### src/rtl/prog_chain_pkg.sv
// Shared types and sizing helpers for the programming-chain loader.
package prog_chain_pkg;

  typedef enum logic [1:0] {
    ST_IDLE = 2'd0,
    ST_LOAD = 2'd1,
    ST_DONE = 2'd2,
    ST_READ = 2'd3
  } state_e;

  function automatic int clog2(input int value);
    int w;
    int p;
    w = 32'sd0;
    p = 32'sd1;
    while (p < value) begin
      p = p * 32'sd2;
      w = w + 32'sd1;
    end
    return w;
  endfunction

  // Width of a counter that must hold 0..max_value inclusive.
  function automatic int cnt_width(input int max_value);
    return (clog2(max_value + 32'sd1) < 32'sd1) ? 32'sd1 : clog2(max_value + 32'sd1);
  endfunction

  function automatic int num_words(input int chain_len, input int word_w);
    return (chain_len + word_w - 32'sd1) / word_w;
  endfunction

  function automatic int tail_bits(input int chain_len, input int word_w);
    return chain_len - (num_words(chain_len, word_w) - 32'sd1) * word_w;
  endfunction

endpackage

### src/rtl/prog_word_serializer.sv
// MSB-first load/shift buffer; the counter holds bits still to be shifted.
module prog_word_serializer
  import prog_chain_pkg::*;
#(
  parameter int WORD_W = 8,
  localparam int CNT_W = cnt_width(WORD_W)
) (
  input  logic              clk,
  input  logic              rst,
  input  logic              flush,
  input  logic              load,
  input  logic [WORD_W-1:0] word,
  input  logic [CNT_W-1:0]  len,
  output logic              serial_bit,
  output logic              empty,
  output logic              last_bit
);

  localparam logic [CNT_W-1:0] CNT_ONE = CNT_W'(1'b1);

  logic [WORD_W-1:0] word_r;
  logic [CNT_W-1:0]  cnt_r;

  // Buffer/counter update; a load on the final bit replaces it with no bubble.
  always_ff @(posedge clk) begin
    if (rst || flush) begin
      word_r <= '0;
      cnt_r  <= '0;
    end else if (load) begin
      word_r <= word;
      cnt_r  <= len;
    end else if (cnt_r != '0) begin
      word_r <= word_r << 1'b1;
      cnt_r  <= cnt_r - CNT_ONE;
    end else begin
      word_r <= word_r;
      cnt_r  <= cnt_r;
    end
  end

  // Discarded low bits are zero, so an empty buffer presents a 0 MSB.
  assign serial_bit = word_r[WORD_W-1];
  assign empty      = (cnt_r == '0);
  assign last_bit   = (cnt_r == CNT_ONE);

endmodule

### src/rtl/prog_chain_loader.sv
// Serial configuration-chain loader. Optional non-destructive readback of
// the chain is built when PROG_READBACK_EN is defined.
module prog_chain_loader
  import prog_chain_pkg::*;
#(
  parameter int CHAIN_LEN = 20,
  parameter int WORD_W    = 8
) (
  input  logic              clk,
  input  logic              rst,
  input  logic              start,
  input  logic [WORD_W-1:0] cfg_data,
  input  logic              cfg_valid,
  output logic              cfg_ready,
  output logic              chain_in,
  output logic              chain_en,
  input  logic              chain_tail,
  output logic              busy,
  output logic              done
`ifdef PROG_READBACK_EN
  ,
  input  logic              rb_start,
  output logic [WORD_W-1:0] rb_data,
  output logic              rb_valid
`endif
);

  localparam int NUM_WORDS = num_words(CHAIN_LEN, WORD_W);
  localparam int TAIL_BITS = tail_bits(CHAIN_LEN, WORD_W);
  localparam int BIT_CW    = cnt_width(WORD_W);
  localparam int WRD_CW    = cnt_width(NUM_WORDS);

  localparam logic [BIT_CW-1:0] LEN_FULL   = BIT_CW'(WORD_W);
  localparam logic [BIT_CW-1:0] LEN_TAIL   = BIT_CW'(TAIL_BITS);
  localparam logic [WRD_CW-1:0] WORDS_ALL  = WRD_CW'(NUM_WORDS);
  localparam logic [WRD_CW-1:0] WORDS_LAST = WRD_CW'(NUM_WORDS - 1);
  localparam logic [WRD_CW-1:0] WRD_ONE    = WRD_CW'(1'b1);
  localparam logic [WORD_W-1:0] TAIL_MASK  = {WORD_W{1'b1}} << (WORD_W - TAIL_BITS);

  state_e              state_r;
  state_e              state_s;
  logic                start_ok_s;
  logic [WRD_CW-1:0]   words_r;
  logic                words_left_s;
  logic                last_word_s;
  logic                accept_s;
  logic [WORD_W-1:0]   load_word_s;
  logic [BIT_CW-1:0]   load_len_s;
  logic                ser_bit_s;
  logic                ser_empty_s;
  logic                ser_last_s;

  assign words_left_s = (words_r != WORDS_ALL);
  assign last_word_s  = (words_r == WORDS_LAST);
  assign cfg_ready    = (state_r == ST_LOAD) && (ser_empty_s || ser_last_s) && words_left_s;
  assign accept_s     = cfg_valid && cfg_ready;
  assign load_word_s  = last_word_s ? (cfg_data & TAIL_MASK) : cfg_data;
  assign load_len_s   = last_word_s ? LEN_TAIL : LEN_FULL;

  prog_word_serializer #(.WORD_W(WORD_W)) u_ser (
    .clk        (clk),
    .rst        (rst),
    .flush      (start_ok_s),
    .load       (accept_s),
    .word       (load_word_s),
    .len        (load_len_s),
    .serial_bit (ser_bit_s),
    .empty      (ser_empty_s),
    .last_bit   (ser_last_s)
  );

`ifdef PROG_READBACK_EN
  localparam int CL_CW = cnt_width(CHAIN_LEN);
  localparam logic [CL_CW-1:0]  CHAIN_LAST = CL_CW'(CHAIN_LEN - 1);
  localparam logic [CL_CW-1:0]  CL_ONE     = CL_CW'(1'b1);
  localparam logic [BIT_CW-1:0] BIT_LAST   = BIT_CW'(WORD_W - 1);
  localparam logic [BIT_CW-1:0] BIT_ONE    = BIT_CW'(1'b1);

  logic [CL_CW-1:0]  rd_cnt_r;
  logic [BIT_CW-1:0] rd_bit_r;
  logic [WORD_W-1:0] cap_r;
  logic [WORD_W-1:0] cap_s;
  logic [WORD_W-1:0] rb_data_r;
  logic              rb_valid_r;
  logic              rd_last_s;
  logic              rd_emit_s;

  assign rd_last_s = (rd_cnt_r == CHAIN_LAST);
  assign rd_emit_s = rd_last_s || (rd_bit_r == BIT_LAST);

  // Capture word with the current tail bit appended at the LSB.
  always_comb begin
    cap_s    = cap_r << 1'b1;
    cap_s[0] = chain_tail;
  end

  // Readback counters and word output; the final partial word is left-aligned.
  always_ff @(posedge clk) begin
    if (rst) begin
      rd_cnt_r   <= '0;
      rd_bit_r   <= '0;
      cap_r      <= '0;
      rb_data_r  <= '0;
      rb_valid_r <= 1'b0;
    end else if (state_r == ST_READ) begin
      cap_r      <= cap_s;
      rd_cnt_r   <= rd_last_s ? '0 : (rd_cnt_r + CL_ONE);
      rd_bit_r   <= rd_emit_s ? '0 : (rd_bit_r + BIT_ONE);
      rb_valid_r <= rd_emit_s;
      rb_data_r  <= rd_emit_s ? (cap_s << (BIT_LAST - rd_bit_r)) : rb_data_r;
    end else begin
      rd_cnt_r   <= '0;
      rd_bit_r   <= '0;
      cap_r      <= cap_r;
      rb_data_r  <= rb_data_r;
      rb_valid_r <= 1'b0;
    end
  end

  assign rb_data  = rb_data_r;
  assign rb_valid = rb_valid_r;
  assign chain_en = !ser_empty_s || (state_r == ST_READ);
  assign chain_in = (state_r == ST_READ) ? chain_tail : ser_bit_s;
`else
  logic tail_unused_s;
  assign tail_unused_s = chain_tail;
  assign chain_en      = !ser_empty_s;
  assign chain_in      = ser_bit_s;
`endif

  // State register.
  always_ff @(posedge clk) begin
    if (rst) begin
      state_r <= ST_IDLE;
    end else begin
      state_r <= state_s;
    end
  end

  // Next-state decode; start is honoured only from IDLE or DONE.
  always_comb begin
    state_s    = state_r;
    start_ok_s = 1'b0;
    case (state_r)
      ST_IDLE: begin
        if (start) begin
          state_s    = ST_LOAD;
          start_ok_s = 1'b1;
        end else begin
          state_s = ST_IDLE;
        end
      end
      ST_LOAD: begin
        if (!words_left_s && ser_last_s) begin
          state_s = ST_DONE;
        end else begin
          state_s = ST_LOAD;
        end
      end
      ST_DONE: begin
        if (start) begin
          state_s    = ST_LOAD;
          start_ok_s = 1'b1;
`ifdef PROG_READBACK_EN
        end else if (rb_start) begin
          state_s = ST_READ;
`endif
        end else begin
          state_s = ST_DONE;
        end
      end
`ifdef PROG_READBACK_EN
      ST_READ: begin
        if (rd_last_s) begin
          state_s = ST_DONE;
        end else begin
          state_s = ST_READ;
        end
      end
`endif
      default: begin
        state_s = ST_IDLE;
      end
    endcase
  end

  // Word counter: cleared on an accepted start, advanced per accepted word.
  always_ff @(posedge clk) begin
    if (rst || start_ok_s) begin
      words_r <= '0;
    end else if (accept_s) begin
      words_r <= words_r + WRD_ONE;
    end else begin
      words_r <= words_r;
    end
  end

  assign busy = (state_r == ST_LOAD) || (state_r == ST_READ);
  assign done = (state_r == ST_DONE) || (state_r == ST_READ);

endmodule

### config.mk
export PLATFORM = sky130hd
export DESIGN_NAME = prog_chain_loader
export DESIGN_NICKNAME = d
export VERILOG_FILES = /design/src/rtl/prog_chain_pkg.sv /design/src/rtl/prog_word_serializer.sv /design/src/rtl/prog_chain_loader.sv
export SDC_FILE = /design/constraint.sdc
export NUM_CORES = 1
export LEC_CHECK = 0
export ABC_AREA = 1
export CORE_ASPECT_RATIO = 0.7
export CORE_UTILIZATION = 40
export CTS_CLUSTER_SIZE = 24
export DETAILED_ROUTE_END_ITERATION = 8
export GPL_ROUTABILITY_DRIVEN = 0
export HOLD_SLACK_MARGIN = 0.05
export PLACE_DENSITY_LB_ADDON = 0.2
export SLEW_MARGIN = 20
export SYNTH_ARGS = -nofsm -noshare
export SYNTH_HDL_FRONTEND = slang
export SYNTH_SLANG_ARGS = --single-unit
### constraint.sdc
create_clock -name clk -period 1.8 [get_ports clk]
set_input_delay 0.36 -clock clk [delete_from_list [all_inputs] [get_ports clk]]
set_output_delay 0.36 -clock clk [all_outputs]
set_load 0.005 [all_outputs]
==> summary.md <==
| Metric | Value |
|---|---|
| Initial Util | 0.426 |
| CP Capture Type | output port |
| Antenna Diode Count | 0 |
| Vias in the first global route | 770 |
| WL per Instance | 10.3 um |
| Crit path DAT | 1.34 ns |
| Final core utilization | 0.567 |
| Seq/Total Area, Yosys | 0.346 |
| I/O pin count | 18 |
| CTS Hold Bufs | 0 |
| Initial antenna violation count | 0 |
| Remaining DRCs | 0 |
| RSZ-0062 raised after global routing | false |
| Skew-Pair Late Insertion Delay | 0.29 ns |
| Outcome | finished, final reports clean |
| Nets@finish | 169 |
| Final Setup Violations | 0 |
| Congestion Overflow GR | 0 |
| CTS tree | built |
| Post-synthesis net count | 145 |
| Num rows | 14 |
| Rel. slew slack | 0.851 |
| CTS buffer count | 3 |
| Post-DRT Antenna Nets | 0 |
| Yosys top cell by area | dfxtp_1 |
| Maximum buffer depth of the clock tree | 2 |
| Source of the critical timing path | u_ser.cnt_r[0] |
| FF+latch count, synth | 16 |
| Placed cell area | 1150 um^2 |
| First-pass GRT wire length | 3220 um |
| Pwr/cell area | 1480 nW/um^2 |
| Mapped Area | 926 um^2 |
| Setup TNS Final | 0 ns |
| Clk slew on worst S/H paths | 0.09 ns |
| Detailed Place HPWL | 1430 um |
| Core area | 2170 um^2 |
| Worst Tran Pin Value | 0.223 ns |
| Die H | 42.3 um |
| Pleak | 0.507 nW |
| Min-delay worst type | flip-flop to flip-flop |
| Via count | 837 |
| Die area | 2510 um^2 |
| Vias per Instance | 4.60 |
| Post-synthesis cell type count | 24 |
| Minimum clock period | 1.70 ns |
| Clock Skews | 0.000694 ns |
| CTS root buf | clkbuf_4 |
| Area share of the largest cell type after synthesis | 0.346 |
| Yosys Warn Count | 0 |
| Max Cap Violations | 0 |
| Detailed Routing Iterations Pass 1 | 4 |
| Clock sinks | 16 |
| Hold Startpoint | u_ser.word_r[4] |
| WL final | 1870 um |
| Mapped Cells | 127 |
| Final Cell Area | 1230 um^2 |
| Crit path max fanout | 3 |
| Final hold violations | 0 |
| Final Slew Violations | 0 |
| Dominant cells by area after synthesis | dfxtp_1 35%, nand2_1 14%, ha_1 6.8% |
| Input/output buffers | 16 |
| Syn Area/Cell | 7.29 um^2 |
| Fmax | 0.589 GHz |
| H-tree Lvls | 1 |
| Place WS | 0.0330 ns |
| Tot GR Track Use | 0.172 |
| Peak supply drop | 0.000597 V |
| Startpoint types | flip-flop |
| Layout Area Growth over Synthesis | 33.0% |
| Ratio of cells with drive above 1 in the final layout | 0.253 |
| Drt first-iter violations | 8 |
| Worst r2r src | u_ser.cnt_r[0] |
| Crit path kind | flip-flop to output port |
| CP required | 1.44 ns |
| Final worst path period share | 0.943 |
| Worst setup margin | 0.103 ns |
| Largest net degree at the start of global routing | 15 |
| Die Wd | 59.5 um |
| Final Power | 1.82 mW |
[report_power, final]
| part | internal [mW] | switching (mW) |
|---|---|---|
| Clock | 0.123 | 0.118 |
| Combinational | 0.463 | 0.637 |
| Sequential | 0.424 | 0.0535 |
[sequential cells by signal, summed over array words and instances (netlist names)]
register,count
state_r,2
u_ser.cnt_r,4
u_ser.word_r,8
words_r,2
[routing by layer]
metal	track usage	vias up	share of wire
met4	0.0419	0	0.011
li1	-	450	-
met3	0.0679	4	0.046
met1	0.216	374	0.48
met2	0.274	9	0.46
met5	0	-	0
[worst max-delay path, stage by stage, from the launching register on]
cell and delay (ns):
dfxtp_2 0.34, buf_4 0.14, ha_4 0.16, o21ai_4 0.16, nor2_4 0.04, clkdlybuf4s15_1 0.20
[timing repair]
action | in CTS | in global routing
buffers inserted | 1 | 0
pin swaps | 0 | 1
resized for setup | 12 | 3
endpoints found under the setup margin | 2 | 1
[cells by family (layout without fill, tap and decap cells)]
kind of cell	after synthesis	after routing	share of synthesized area
compound gates	19	19	0.123
xor+xnor	2	2	0.0189
fa+ha+maj	5	5	0.0676
buf+inv	19	42	0.0932
flops	16	16	0.346
simple gates	66	66	0.351
[through the flow]
stage / hold WS, ns / std cells
4_1_cts: 0.492 / 182
5_1_grt: 0.505 / 182
3_3_place_gp: 0.470 / 177
2_1_floorplan: 0.429 / 127
3_5_place_dp: 0.474 / 177
6_report: 0.488 / 182
[path summary, 6_finish.rpt]
kind	to	slack, ns	cells after the start
max	cfg_ready	0.10	5
min	u_ser.word_r[4]	0.49	2
min reg2reg	u_ser.word_r[4]	0.49	2
max reg2reg	u_ser.word_r[6]	0.26	10
[cell type report]
class | instances | area [um^2]
timing repair buffer | 24 | 219
inverter | 14 | 53.8
fill | 215 | 941
sequential | 16 | 324
clock buffer | 4 | 36.3
tap | 32 | 40.0
multi-input combinational | 92 | 558
[synthesized netlist by cell type]
cell type / count
xnor2_1: 2
clkinv_2: 1
nand3_4: 1
o21ai_0: 4
o21ai_2: 4
nand2_1: 35
buf_8: 1
a21oi_1: 9
a21oi_2: 1
o21ai_1: 1
ha_1: 5
inv_2: 2
inv_1: 11
nor3_2: 1
nand3_1: 12
nand2_2: 2
nand2_4: 2
nor2_4: 2
clkbuf_1: 2
nor2_1: 8
nor2_2: 1
dfxtp_1: 16
buf_2: 2
nand4_1: 2
[layout by cell type (no fill, tap or decap), drive strengths merged]
master / count
a21oi: 10
buf: 8
clkbuf: 4
clkdlybuf4s15: 1
clkdlybuf4s50: 14
clkinv: 1
dfxtp: 16
dlygate4sd2: 1
ha: 5
inv: 13
nand2: 39
nand3: 13
nand4: 2
nor2: 11
nor3: 1
o21ai: 9
xnor2: 2
Power figures use the tool's default switching activity.
==> variant (same flow settings) <==
The parameter `CHAIN_LEN` goes from 20 to 30.
--- a/src/rtl/prog_chain_loader.sv
+++ b/src/rtl/prog_chain_loader.sv
@@ -5,3 +5,3 @@
 #(
-  parameter int CHAIN_LEN = 20,
+  parameter int CHAIN_LEN = 30,
   parameter int WORD_W    = 8
Behaviour: same outputs for any inputs over 10 cycles, from zero or initial values and one cycle with rst high; that may be too few to reach the edited logic, so the function may still have changed.
==> variant against the unedited design <==
  * Sequential share of layout area is 2.6 points higher
  * Die area fell by 2.1%
  * Via count unchanged
  * Maximum frequency increased by 3.7%
  * Sequential power grew 4.8%
  * Cell area shrank 3.3%
  * Wire length rose by 0.64%
  * Global-route usage up 0.36 points
  * Worst setup slack improved by 0.061 ns
  * First-iteration DRC count grew 88%
  * Sequential cell count up 1
  * Critical path depth grew 1
  * Power down 6.8%
  * Area after synthesis is 2.2% lower
  * Largest cell class unchanged
==> variant: results (changes against the unedited design) <==
Fill cells 222 (was 215); clock network power share 12.2% (was 13.3%); Layout Cells excl Fill 183 (was 182); Post-Synth XOR/XNOR Area 1.93% (was 1.89%); dpl cells 174 (was 177); met3 Use GR 6.54% (was 6.79%); met3 routed WL 73 um (was 86 um); drt initial violations 15 (was 8); met2 wire len 867 um (was 858 um); Seq pwr share 29.5% (was 26.3%); Max IR drop VDD 493 uV (was 597 uV); syn nets 144 (was 145); Mapped Avg Cell Area 7.19 um^2 (was 7.29 um^2); clk_skew 0.0132 ns (was 0.000694 ns); met2 Use GR 25.2% (was 27.4%); Post-Synth Adder-Cell Area 6.91% (was 6.76%); total wire length 1890 um (was 1870 um); Vias/cell 4.57 (was 4.60); detailed placer's ending HPWL 1400 um (was 1430 um); status completed (unchanged); storage element area 344 um^2 (was 324 um^2); Clk power 0.207 mW (was 0.241 mW); largest registers u_ser.word_r: 8 flops, u_ser.cnt_r: 4 flops, words_r: 3 flops (was u_ser.word_r: 8 flops, u_ser.cnt_r: 4 flops); Synth Area in Compound Gates 13.0% (was 12.3%); number of global-route vias before repair 714 (was 770); sequential share of the synthesized area 37.6% (was 34.6%); internal power 0.956 mW (was 1.01 mW); Area after DPL 1110 um^2 (was 1150 um^2); M1 GR Usage 24.0% (was 21.6%); share of cells above drive strength 1 19.2% (was 25.3%); synth cell count leaders 25 x nand2_1, 17 x dfxtp_1, 16 x nor2_1, 15 x inv_1, 10 x o21ai_0 (was 35 x nand2_1, 16 x dfxtp_1, 12 x nand3_1, 11 x inv_1, 9 x a21oi_1); dpl ws 0.0256 ns (was 0.0330 ns)
==> variant: cell types whose count changed after synthesis, sizes merged, moves of 4 or more <==
cell,delta
nand2,-12
nand3,-9
nor2,+7
nor3,+5
o21ai,+5
inv,+4
==> variant: path summary, 6_finish.rpt <==
path / startpoint / endpoint / slack [ns]
setup / recovery: words_r[0] / cfg_ready / 0.16
hold / removal: words_r[2] / words_r[2] / 0.48
setup reg to reg: words_r[0] / u_ser.word_r[0] / 0.20
hold reg to reg: words_r[2] / words_r[2] / 0.48
==> variant: cell type report <==
cell class                      count  area share, %
Clock buffer                        4           2.21
Tap cell                           32           3.36
Sequential cell                    17           28.9
Timing Repair Buffer               26           19.2
Multi-Input combinational cell     87           40.8
Inverter                           17           5.57
==> variant: timing repair <==
action                     in CTS  in global routing
hold buffers                    0                  0
pin swaps                       1                  2
setup endpoints to repair       2                  8
resized for setup               9                  4
buffers inserted                1                  4
